[src/rtl/rr_mux_pkg.sv]
// Shared constants for the rr_mux buffered multiplexer stage.
package rr_mux_pkg;
    localparam logic MODE_FIXED   = 1'b0;
    localparam logic MODE_RR      = 1'b1;
    localparam int   DEF_WIDTH    = 8;
    localparam int   DEF_CHANNELS = 4;
endpackage

[src/rtl/rr_arbiter.sv]
// Rotating-priority find-first: grants the first requester after ptr, wrapping modulo CHANNELS.
module rr_arbiter
    import rr_mux_pkg::*;
#(
    parameter int CHANNELS = DEF_CHANNELS,
    localparam int SEL_W   = $clog2(CHANNELS)
) (
    input  logic [CHANNELS-1:0] req,
    input  logic [SEL_W-1:0]    ptr,
    output logic                gnt_valid,
    output logic [SEL_W-1:0]    gnt_idx
);

    logic [SEL_W-1:0] scan_idx_s;

    // Scan farthest-to-nearest so the nearest requester after ptr is written last and wins.
    always_comb begin
        gnt_valid  = 1'b0;
        gnt_idx    = {SEL_W{1'b0}};
        scan_idx_s = {SEL_W{1'b0}};
        for (int k = CHANNELS; k >= 1; k--) begin
            scan_idx_s = SEL_W'((int'(ptr) + k) % CHANNELS);
            gnt_valid  = gnt_valid | req[scan_idx_s];
            gnt_idx    = req[scan_idx_s] ? scan_idx_s : gnt_idx;
        end
    end

endmodule

[src/rtl/rr_mux.sv]
// Registered N-channel mux with valid/ready handshakes, fixed-select or round-robin grant.
// Define RR_MUX_COUNT_EN to add the saturating xfer_count output-transfer counter.
module rr_mux
    import rr_mux_pkg::*;
#(
    parameter int WIDTH    = DEF_WIDTH,
    parameter int CHANNELS = DEF_CHANNELS,
    localparam int SEL_W   = $clog2(CHANNELS)
) (
    input  logic                      clk,
    input  logic                      reset,
    input  logic                      mode,
    input  logic [SEL_W-1:0]          select,
    input  logic [CHANNELS*WIDTH-1:0] in_data,
    input  logic [CHANNELS-1:0]       in_valid,
    output logic [CHANNELS-1:0]       in_ready,
    output logic [WIDTH-1:0]          out_data,
    output logic [SEL_W-1:0]          out_channel,
    output logic                      out_valid,
    input  logic                      out_ready
`ifdef RR_MUX_COUNT_EN
    ,
    output logic [15:0]               xfer_count
`endif
);

    localparam int EXT_N = 1 << SEL_W;

    logic [WIDTH-1:0]   out_data_r;
    logic [SEL_W-1:0]   out_channel_r;
    logic               out_valid_r;
    logic [SEL_W-1:0]   ptr_r;

    logic               load_s;
    logic               xfer_s;
    logic               arb_valid_s;
    logic [SEL_W-1:0]   arb_idx_s;
    logic               gnt_valid_s;
    logic [SEL_W-1:0]   gnt_idx_s;
    logic [EXT_N-1:0]   valid_ext_s;
    logic [WIDTH-1:0]   data_sel_s;

    rr_arbiter #(.CHANNELS(CHANNELS)) u_arb (
        .req       (in_valid),
        .ptr       (ptr_r),
        .gnt_valid (arb_valid_s),
        .gnt_idx   (arb_idx_s)
    );

    // Grant selection, handshake and data steering; padding valid to 2**SEL_W makes out-of-range selects ungranted.
    always_comb begin
        valid_ext_s                 = {EXT_N{1'b0}};
        valid_ext_s[CHANNELS-1:0]   = in_valid;
        load_s                      = ~out_valid_r | out_ready;
        if (mode == MODE_RR) begin
            gnt_valid_s = arb_valid_s;
            gnt_idx_s   = arb_idx_s;
        end else begin
            gnt_valid_s = valid_ext_s[select];
            gnt_idx_s   = select;
        end
        xfer_s     = load_s & gnt_valid_s & ~reset;
        in_ready   = {CHANNELS{1'b0}};
        data_sel_s = {WIDTH{1'b0}};
        for (int i = 0; i < CHANNELS; i++) begin
            in_ready[i] = xfer_s & (gnt_idx_s == SEL_W'(i));
            data_sel_s  = (gnt_idx_s == SEL_W'(i)) ? in_data[i*WIDTH +: WIDTH] : data_sel_s;
        end
    end

    // Output register and round-robin pointer; a held word only changes when load is set.
    always_ff @(posedge clk) begin
        if (reset) begin
            out_data_r    <= {WIDTH{1'b0}};
            out_channel_r <= {SEL_W{1'b0}};
            out_valid_r   <= 1'b0;
            ptr_r         <= SEL_W'(CHANNELS - 1);
        end else if (xfer_s) begin
            out_data_r    <= data_sel_s;
            out_channel_r <= gnt_idx_s;
            out_valid_r   <= 1'b1;
            if (mode == MODE_RR) begin
                ptr_r <= gnt_idx_s;
            end else begin
                ptr_r <= ptr_r;
            end
        end else if (load_s) begin
            out_valid_r <= 1'b0;
        end else begin
            out_valid_r <= out_valid_r;
        end
    end

    assign out_data    = out_data_r;
    assign out_channel = out_channel_r;
    assign out_valid   = out_valid_r;

`ifdef RR_MUX_COUNT_EN
    logic [15:0] count_r;

    // Saturating count of words accepted by the consumer.
    always_ff @(posedge clk) begin
        if (reset) begin
            count_r <= 16'h0000;
        end else if (out_valid_r && out_ready && (count_r != 16'hFFFF)) begin
            count_r <= count_r + 16'd1;
        end else begin
            count_r <= count_r;
        end
    end

    assign xfer_count = count_r;
`endif

endmodule

[config.mk]
export PLATFORM = sky130hd
export DESIGN_NAME = rr_mux
export DESIGN_NICKNAME = d
export VERILOG_FILES = /design/src/rtl/rr_mux_pkg.sv /design/src/rtl/rr_arbiter.sv /design/src/rtl/rr_mux.sv
export SDC_FILE = /design/constraint.sdc
export NUM_CORES = 1
export LEC_CHECK = 0
export ABC_AREA = 1
export CAP_MARGIN = 15
export CORE_MARGIN = 2
export CORE_UTILIZATION = 40
export DETAILED_ROUTE_END_ITERATION = 7
export PLACE_DENSITY_LB_ADDON = 0.2
export SETUP_SLACK_MARGIN = 0.05
export SYNTH_ARGS = -nofsm -noshare
export SYNTH_HDL_FRONTEND = slang
export SYNTH_SLANG_ARGS = --single-unit
[constraint.sdc]
create_clock -name clk -period 2 [get_ports clk]
set_input_delay 0.2 -clock clk [delete_from_list [all_inputs] [get_ports clk]]
set_output_delay 0.2 -clock clk [all_outputs]
set_load 0.02 [all_outputs]
# --- Yosys cells after proc, flatten, opt, wreduce, memory -nomap -nowiden ---
# Cells that the tools add are included.
totals:
  word_cells: 53
  out_inout_bits: 15
  romBits: 0
  mem_bits_rw: 0
  mem_count: 0
  latchBits: 0
  in_bits: 42
  ff_bits: 13
op_classes:
  eq_ne: 3
  bitwise_logic: 12
  order_cmp: 5
  multipliers: 0
  addsub: 4
  div: 0
  n_shift: 0
  n_mux: 22
  n_reduce_logical: 3
ops:
  columns: ["operator", "count"]
  rows:
  - ["8-bit 2-to-1 mux", 4]
  - ["2-bit by 3-bit < comparator with 1-bit output (second input constant)", 5]
  - ["1-bit binary-select mux with 2-bit select", 5]
  - ["2-bit 2-to-1 mux", 5]
  - ["1-bit 2-to-1 mux", 8]
  - ["1-bit bitwise AND", 6]
  - ["2-bit by 1-bit adder with 2-bit output (second input constant)", 2]
  - ["2-bit adder (second input constant)", 2]
  - ["2-bit == test (second input constant)", 2]
  - ["1-bit OR", 4]
  - ["2-bit by 1-bit == test with 1-bit output (second input constant)", 1]
  - ["2-bit zero test", 1]
  - ["1-bit NOT", 2]
  - ["2-bit AND reduction", 1]
  - ["2-bit nonzero test", 1]

# --- Longest topological paths before layout ---
# Gate-level depths: netlist of the first run.
logic_depth:
  ltp_word: 13
  depth_mapped: 16
  mapped_depth_nobuf: 14

# --- Cells and area by module ---
# Synthesis of the first run repeated with hierarchy kept, for this count alone.
hier_totals:
  hier_cells: 206
  area_unflattened_um2: 1162.4
by_module_without_submodules:
  columns: ["module", "seq_area_each_um2", "area_each_um2", "n_inst", "cells_per_inst"]
  rows:
  - ["rr_mux", 260.2, 905.9, 1, 157]
  - ["rr_arbiter", 0.0, 256.5, 1, 49]

# --- Least setup slack after synthesis of the first run ---
# Ideal clock, no wire load.
synth_timing:
  path_kind: "register to output"
  start: "reg ptr_r[0]"
  end: "out in_ready[0]"
  t_arrival_ns: 1.740
  path_slack_ns: 0.060
  required_ns: 1.800
  stages_incl_launch_ff: 15
  path_cell_list: "dfxtp_1 buf_6 inv_4 nand2_1 nand2_2 nand2_1 nand2_1 nand2_1 nand2_1 nand2_1 nand3_1 nand2_1 buf_4 inv_1 nor3_1"
synth_between:
  elab_chain_cells: 10
synth_rtl:
  columns: ["element", "line", "text"]
  rows:
  - ["start, declared", "rr_mux.sv:32", "logic [SEL_W-1:0] ptr_r;"]
  - ["start signal, assigned", "rr_mux.sv:77", "ptr_r <= SEL_W'(CHANNELS - 1);"]
  - ["start signal, assigned", "rr_mux.sv:83", "ptr_r <= gnt_idx_s;"]
  - ["start signal, assigned", "rr_mux.sv:85", "ptr_r <= ptr_r;"]
  - ["2-bit by 1-bit adder with 2-bit output or 2-bit adder (tied branches)", "rr_arbiter.sv:22", "scan_idx_s = SEL_W'((int'(ptr) + k) % CHANNELS);"]
  - ["1-bit binary-select mux with 2-bit select", "rr_arbiter.sv:23, rr_arbiter.sv:24", null]
  - ["1-bit 2-to-1 mux (implied by the code)", "rr_arbiter.sv:23, rr_arbiter.sv:24", null]
  - ["1-bit OR or 2-bit 2-to-1 mux (tied branches) (3 in series)", "rr_arbiter.sv:23, rr_arbiter.sv:24", null]
  - ["1-bit 2-to-1 mux or 2-bit 2-to-1 mux (tied branches)", "rr_mux.sv:55, rr_arbiter.sv:24", null]
  - ["1-bit bitwise AND or 2-bit 2-to-1 mux (tied branches)", "rr_mux.sv:62, rr_mux.sv:55", null]
  - ["1-bit bitwise AND or 2-bit zero test (tied branches)", "rr_mux.sv:62, rr_mux.sv:66", null]
  - ["1-bit bitwise AND *", "rr_mux.sv:66", "in_ready[i] = xfer_s & (gnt_idx_s == SEL_W'(i));"]
  - ["end, declared", "rr_mux.sv:16", "output logic [CHANNELS-1:0] in_ready,"]
# Mark *: on every way between the ends. The rest lies on a longest branch, timed or not. The select of a mux whose other input is x is not followed.

# --- Worst setup path after layout of the first run ---
layout_timing:
  start: "reg ptr_r[0]"
  end: "out in_ready[1]"
layout_between:
  elab_chain_cells: 10
layout_rtl:
  columns: ["element", "line"]
  rows:
  - ["2-bit by 1-bit adder with 2-bit output or 2-bit adder (tied branches)", "rr_arbiter.sv:22"]
  - ["1-bit binary-select mux with 2-bit select", "rr_arbiter.sv:23, rr_arbiter.sv:24"]
  - ["1-bit 2-to-1 mux (implied by the code)", "rr_arbiter.sv:23, rr_arbiter.sv:24"]
  - ["2-bit 2-to-1 mux or 1-bit OR (tied branches) (3 in series)", "rr_arbiter.sv:24, rr_arbiter.sv:23"]
  - ["2-bit 2-to-1 mux or 1-bit 2-to-1 mux (tied branches)", "rr_arbiter.sv:24, rr_mux.sv:55"]
  - ["2-bit 2-to-1 mux or 1-bit bitwise AND (tied branches)", "rr_mux.sv:55, rr_mux.sv:62"]
  - ["2-bit by 1-bit == test with 1-bit output or 1-bit bitwise AND (tied branches)", "rr_mux.sv:66, rr_mux.sv:62"]
  - ["1-bit bitwise AND *", "rr_mux.sv:66"]
# Marks and branches as above.

==> flow_summary.yaml, run 1 <==
drt:
  drt_iter0_drc: 68
  drc: 0
  first_pass_iters: 4
  ant_nets: 0
  routed_wl_um: 4132
  via_count: 1556
  wl_per_cell_um: 13.20
  detail_route.vias_per_cell: 4.971
synth:
  synth_area_um2: 1140
  yosysMostFrequentCell: "nand2_1"
  ys_ff_latch: 13
  yosysSeqAreaShare_pct: 22.83
  synth-edff-count: 0
  ys_types: 26
  synth_top_cell_by_area: "dfxtp_1"
  ys_warn_count: 0
  syn_inst: 199
  syn-mean-instance-area_um2: 5.728
  async_reset_ff_share_pct: 0
  synth_area_leaders: "dfxtp_1, nand2_1, inv_1, nor2_1, a21oi_1"
  synthFlopType: "dfxtp_1"
  mappedNetlistNets: 241
  synth_top_area_share_pct: 22.83
  yosys-top-cells-count: "nand2_1, inv_1, nor2_1, dfxtp_1, a21oi_1"
setup_path:
  start_kind: "flop"
  path_class: "flop to primary output"
  end_kind: "primary output"
  critPathMaxFanout: 5
  cp_data_required_time_ns: 1.80
  critPathArrivalTime_ns: 1.88
status:
  status: "complete, but fails checks"
  violations: "setup timing"
floorplan:
  initial_core_util_pct: 41.69
  die_x_um: 57.38
  rows: 19
  coreArea_um2: 2734
  fp.dieH_um: 57.38
  die_area_um2: 3292
  design.portCount: 57
sta:
  finalSetupViolations: 5
  maxSlewViolCount: 0
  grt_setup_unrepaired: "true"
  final.setup.worst_slack_ns: -0.08397
  max_freq_mhz: 479.9
  hold_viol: 0
  max_slew_margin_pct: 78.83
  fin_crit_sh_pct: 104.2
  tns_ns: -0.2508
  fin_skew_ns: 0.002908
  tightest_slew_ns: 0.3162
  fin_crit_ns: 2.084
clock_tree:
  cts.path.max_buffers: 2
  clk_latency_ns: 0.29
  cts_tree: "built"
  htreeDepth: 1
  clk_pin_slew_ns: 0.09
  clock-sinks: 13
  cts_buffers: 3
  hold_buffers: 0
  clockRootBuffer: "clkbuf_4"
place:
  gp_congestion: 0.8613
  port_buffers: 56
  placed_area_um2: 1864
  placed_cells: 302
  pre_cts_ws_ns: -0.5197
  dpl.hpwl_um: 2570
power:
  ir_worst_vdd_mv: 0.5070
  p_leak_nw: 1.070
  p_per_area_nw_per_um2: 529.9
global_route:
  grt_use_total_pct: 23.30
  grt_pass1_vias: 1478
  grt_max_degree: 17
  grt_pass1_wl_um: 6044
  grt-ovfl-total: 0
  antenna_found_initial: 0
hold_path:
  hold_path_class: "flop to flop"
finish:
  nets: 325
  fin_cells: 313
  area_growth_pct: 89.68
  fin_area_um2: 2162
  drive_gt1_share_pct: 32.98
  num_antenna_cells: 0
job:
  maxCapViolCount: 0
[timing repair]
item,CTS,global route
setup endpoints to repair,4,12
buffers inserted,4,4
resized for setup,52,37
pin swaps,12,17
[layout make-up]
type,count,area (µm²)
Clock buffer,4,26.28
Fill cell,195,571.8
Inverter,37,146.4
Multi-Input combinational cell,142,879.6
Sequential cell,13,265.3
Tap cell,31,38.79
Timing Repair Buffer,86,805.8
[cells by family after synthesis]
kind of cell,count (synthesis),synth area share (%)
and+or+nand+nor,107,42.04
DFF,13,22.83
AOI/OAI and AO/OA,35,18.55
buffers and inverters,44,16.58
[metrics by stage]
| stage | total power [W] | util [%] | hold WS, ns |
|---|---|---|---|
| 4_1_cts | 0.001063 | 73.82 | 0.4681 |
| 3_3_place_gp | 0.0008336 | 68.19 | 0.4560 |
| 6_report | 0.001146 | 79.08 | 0.4678 |
| 3_5_place_dp | 0.0008371 | 68.19 | 0.4551 |
| 5_1_grt | 0.001219 | 79.08 | 0.4856 |
| 2_1_floorplan | 0.0006015 | - | 0.2691 |
[routing by layer]
| metal | up-vias | global-route usage, % | share of wire, % |
|---|---|---|---|
| met3 | 14 | 4.762 | 5.6 |
| met1 | 685 | 26.07 | 40 |
| met5 | - | 0 | 0 |
| met2 | 59 | 41.72 | 50 |
| li1 | 798 | - | - |
| met4 | 0 | 10.96 | 3.7 |
[worst max-delay path, stage by stage (launching register included)]
cell	delay [ns]
dfxtp_2	0.35
buf_6	0.13
o21ai_4	0.21
nand2_2	0.11
nand2_1	0.11
nand3_2	0.12
a21oi_4	0.19
buf_4	0.17
nor3_2	0.05
buf_4	0.16
[final timing paths]
kind,startpoint,end,slack [ns],depth (start not counted)
max,ptr_r[0],in_ready[1],-0.08,9
min,out_channel[1],out_channel[1],0.47,2
max reg2reg,ptr_r[0],out_data[1],0,12
min reg2reg,out_channel[1],out_channel[1],0.47,2
[report_power, final]
| part | internal (W) | total, W | switching (W) |
|---|---|---|---|
| Clock | 0.0000776 | 0.000177 | 0.0000992 |
| Sequential | 0.000286 | 0.000302 | 0.0000160 |
| Combinational | 0.000315 | 0.000667 | 0.000352 |
| Total | 0.000679 | 0.00115 | 0.000467 |
[cell usage in the layout (no fill, tap or decap), types with 5 or more instances in the layout]
| cell type | netlist | final |
|---|---|---|
| nand2_4 | 0 | 8 |
| a21oi_1 | 12 | 12 |
| nand2_1 | 50 | 28 |
| dfxtp_1 | 13 | 11 |
| clkdlybuf4s50_1 | 0 | 51 |
| buf_6 | 2 | 5 |
| nand2_2 | 4 | 18 |
| buf_4 | 1 | 28 |
| nor2_1 | 26 | 19 |
| nand4_1 | 9 | 9 |
| o21ai_0 | 11 | 10 |
| inv_1 | 35 | 32 |
| nand3_1 | 11 | 7 |
[flip-flops by register name, summed over array words and instances (netlist names)]
register,cells
out_channel,2
out_data,8
out_valid,1
ptr_r,2
(Power assumes the default switching activity.)
==> run 2, diff against run 1 <==
--- a/config.mk
+++ b/config.mk
@@ -9,9 +9,11 @@
 export CAP_MARGIN = 15
 export CORE_MARGIN = 2
 export CORE_UTILIZATION = 40
+export CTS_CLUSTER_DIAMETER = 40
 export DETAILED_ROUTE_END_ITERATION = 7
 export PLACE_DENSITY_LB_ADDON = 0.2
 export SETUP_SLACK_MARGIN = 0.05
 export SYNTH_ARGS = -nofsm -noshare
 export SYNTH_HDL_FRONTEND = slang
+export SYNTH_HIERARCHICAL = 1
 export SYNTH_SLANG_ARGS = --single-unit
==> flow_summary.yaml, run 2 <==
status:
  status: "complete, but fails checks"
  violations: "setup timing"
synth:
  synth-compound-area-share_pct: 2.906
  synth_area_um2: 1162
  synth-simple-area-share_pct: 62.11
  synthFlopType: "dfxtp_1"
  yosys-top-cells-count: "nand2_1, nand3_1, inv_1, nor2_1, nand2_2"
  ys_ff_latch: 13
  synth_fa_ha_area_share_pct: 0
  yosysSeqAreaShare_pct: 22.39
  ys_types: 21
  synth_mux_area_share_pct: 0
  mappedNetlistNets: 248
  ys_warn_count: 6
  synth_top_cell_by_area: "nand2_1"
  synthXorXnorAreaFrac_pct: 0
  synth-edff-count: 0
  synth_area_leaders: "nand2_1, dfxtp_1, nand3_1, nand2_2, inv_1"
  syn-mean-instance-area_um2: 5.643
  synth_top_family_by_area: "simple AND/OR/NAND/NOR gates"
  synth_top_area_share_pct: 25.83
  yosysMostFrequentCell: "nand2_1"
  async_reset_ff_share_pct: 0
  syn_inst: 206
sta:
  tightest_slew_ns: 0.2296
  grt_setup_unrepaired: "true"
  maxSlewViolCount: 0
  fin_crit_sh_pct: 102.0
  max_freq_mhz: 490.3
  fin_crit_ns: 2.040
  tns_ns: -0.04755
  hold_viol: 0
  whs_ns: 0.4734
  fin_skew_ns: 0.007378
  finalSetupViolations: 3
  final.setup.worst_slack_ns: -0.03972
  max_slew_margin_pct: 84.65
global_route:
  grt-ovfl-total: 0
  grt_max_degree: 14
  antenna_found_initial: 0
  grt_pass1_vias: 1466
  grt_pass1_wl_um: 5775
  grt_use_total_pct: 21.57
clock_tree:
  cts_buffers: 3
  htreeDepth: 1
  clk_latency_ns: 0.27
  cts.path.max_buffers: 2
  clockRootBuffer: "clkbuf_4"
  clk_pin_slew_ns: 0.07
  clock-sinks: 13
  hold_buffers: 0
  cts_tree: "built"
finish:
  multi_input_area_um2: 870.8
  area_growth_pct: 75.24
  seqCellArea_um2: 262.8
  largest_register_ffs: 8
  num_antenna_cells: 0
  fin_cells: 313
  utilization_pct: 73.87
  final_common_cell: "nand2_1"
  fill_cells: 232
  final_cell_mix: "nand2_1, clkdlybuf4s50_1, nand3_1, inv_1"
  nets: 325
  drive_gt1_share_pct: 25.53
floorplan:
  coreArea_um2: 2758
  design.portCount: 57
  fp.dieH_um: 57.91
  initial_core_util_pct: 42.15
  die_area_um2: 3353
  rows: 19
  die_x_um: 57.91
setup_path:
  start_kind: "flop"
  r2r_slack_ns: 0.02
  cp_data_required_time_ns: 1.80
  r2r-end: "out_data[2]"
  critPathMaxFanout: 9
  crit_start: "ptr_r[0]"
  worstSetupEndpoint: "in_ready[1]"
  critPathArrivalTime_ns: 1.84
  r2r_cells: 18
  reg2reg_from: "ptr_r[0]"
  path_class: "flop to primary output"
  end_kind: "primary output"
drt:
  ant_nets: 0
  routed_wl_um: 3490
  drt_iter0_drc: 25
  detail_route.vias_per_cell: 4.856
  via_count: 1520
  wl_per_cell_um: 11.15
  drc: 0
  first_pass_iters: 4
place:
  gp_congestion: 0.7720
  port_buffers: 56
  dpl.hpwl_um: 2775
  placed_cells: 308
power:
  p_per_area_nw_per_um2: 533.0
  power_w: 0.001086
  p_leak_nw: 1.009
  ir_worst_vdd_mv: 0.6089
hold_path:
  hold_path_class: "flop to flop"
job:
  maxCapViolCount: 0
## run 2: cell types whose count changed after synthesis, sizes merged, moves of 2 or more
cell / previous run / this run
o21ai: 17 / 1
nand3: 13 / 29
o211ai: 4 / 0
nor3: 3 / 1
inv: 37 / 27
buf: 6 / 4
nand4: 9 / 2
nand2: 54 / 98
a21oi: 14 / 3
## run 2: cell families (layout without fill, tap and decap cells)
kind of cell | count (synthesis) | count (layout)
DFF | 13 | 13
and+or+nand+nor | 157 | 157
AOI/OAI and AO/OA | 5 | 5
buffers and inverters | 31 | 107
## run 2: per-stage QoR
stage                     area (µm²)  setup WS, ns
after floorplan                 1162       0.06256
after global placement          1879       -0.4944
after detailed placement        1879       -0.4814
after CTS                       1943      -0.04074
after global routing            2037       -0.1548
final                           2037      -0.03972
## run 2: cell type report
class | instances | area share [%]
Clock buffer | 4 | 1.290
Inverter | 27 | 5.344
Multi-Input combinational cell | 162 | 42.75
Sequential cell | 13 | 12.90
Tap cell | 31 | 1.904
Timing Repair Buffer | 76 | 35.81
## run 2: layer usage
metal	vias up	global-route usage, %	routed length (µm)
li1	785	-	-
met4	0	5.648	64
met3	8	4.911	242
met2	62	40.26	1783
met5	-	0	0
met1	665	24.45	1399
## run 2: worst min-delay path by stage
stage | cells past startpoint | from | slack, ns | end
6_report | 2 | out_channel[0] | 0.47 | out_channel[0]
4_1_cts | 2 | out_channel[0] | 0.48 | out_channel[0]
3_3_place_gp | 2 | out_channel[1] | 0.46 | out_channel[1]
5_1_grt | 2 | out_channel[0] | 0.50 | out_channel[0]
3_5_place_dp | 2 | out_channel[0] | 0.47 | out_channel[0]
2_1_floorplan | 1 | reset | 0.27 | out_channel[0]
## run 2: worst max-delay path, cell delays in order, from the launching register on
cell and delay, ns:
dfxtp_2 0.33, buf_12 0.14, inv_8 0.08, nand2_2 0.07, nand2_4 0.08, nand2_2 0.07
nand2_2 0.07, nand2_2 0.06, nand2_1 0.06, nand2_1 0.05, nand2_1 0.08, nand2_2 0.07
nand2_4 0.12, nand3_4 0.10, nor2_4 0.09, buf_6 0.12
## run 2: power by group
part | internal [W] | switching (W) | total (W)
logic | 0.000291 | 0.000333 | 0.000624
registers | 0.000286 | 0.0000151 | 0.000301
clock network | 0.0000772 | 0.0000832 | 0.000160
total | 0.000655 | 0.000431 | 0.00109
## run 2: timing repair
item | CTS | global route
resized for setup | 32 | 23
pin swaps | 4 | 9
buffers inserted | 1 | 0
endpoints found under the setup margin | 10 | 12
==> run 3, diff against run 2 <==
--- a/config.mk
+++ b/config.mk
@@ -10,6 +10,7 @@
 export CORE_MARGIN = 2
 export CORE_UTILIZATION = 40
 export CTS_CLUSTER_DIAMETER = 40
+export CTS_CLUSTER_SIZE = 40
 export DETAILED_ROUTE_END_ITERATION = 7
 export PLACE_DENSITY_LB_ADDON = 0.2
 export SETUP_SLACK_MARGIN = 0.05
==> results of run 3 <==
No change in the layout: final DEF, timing and power equal those of run 2.
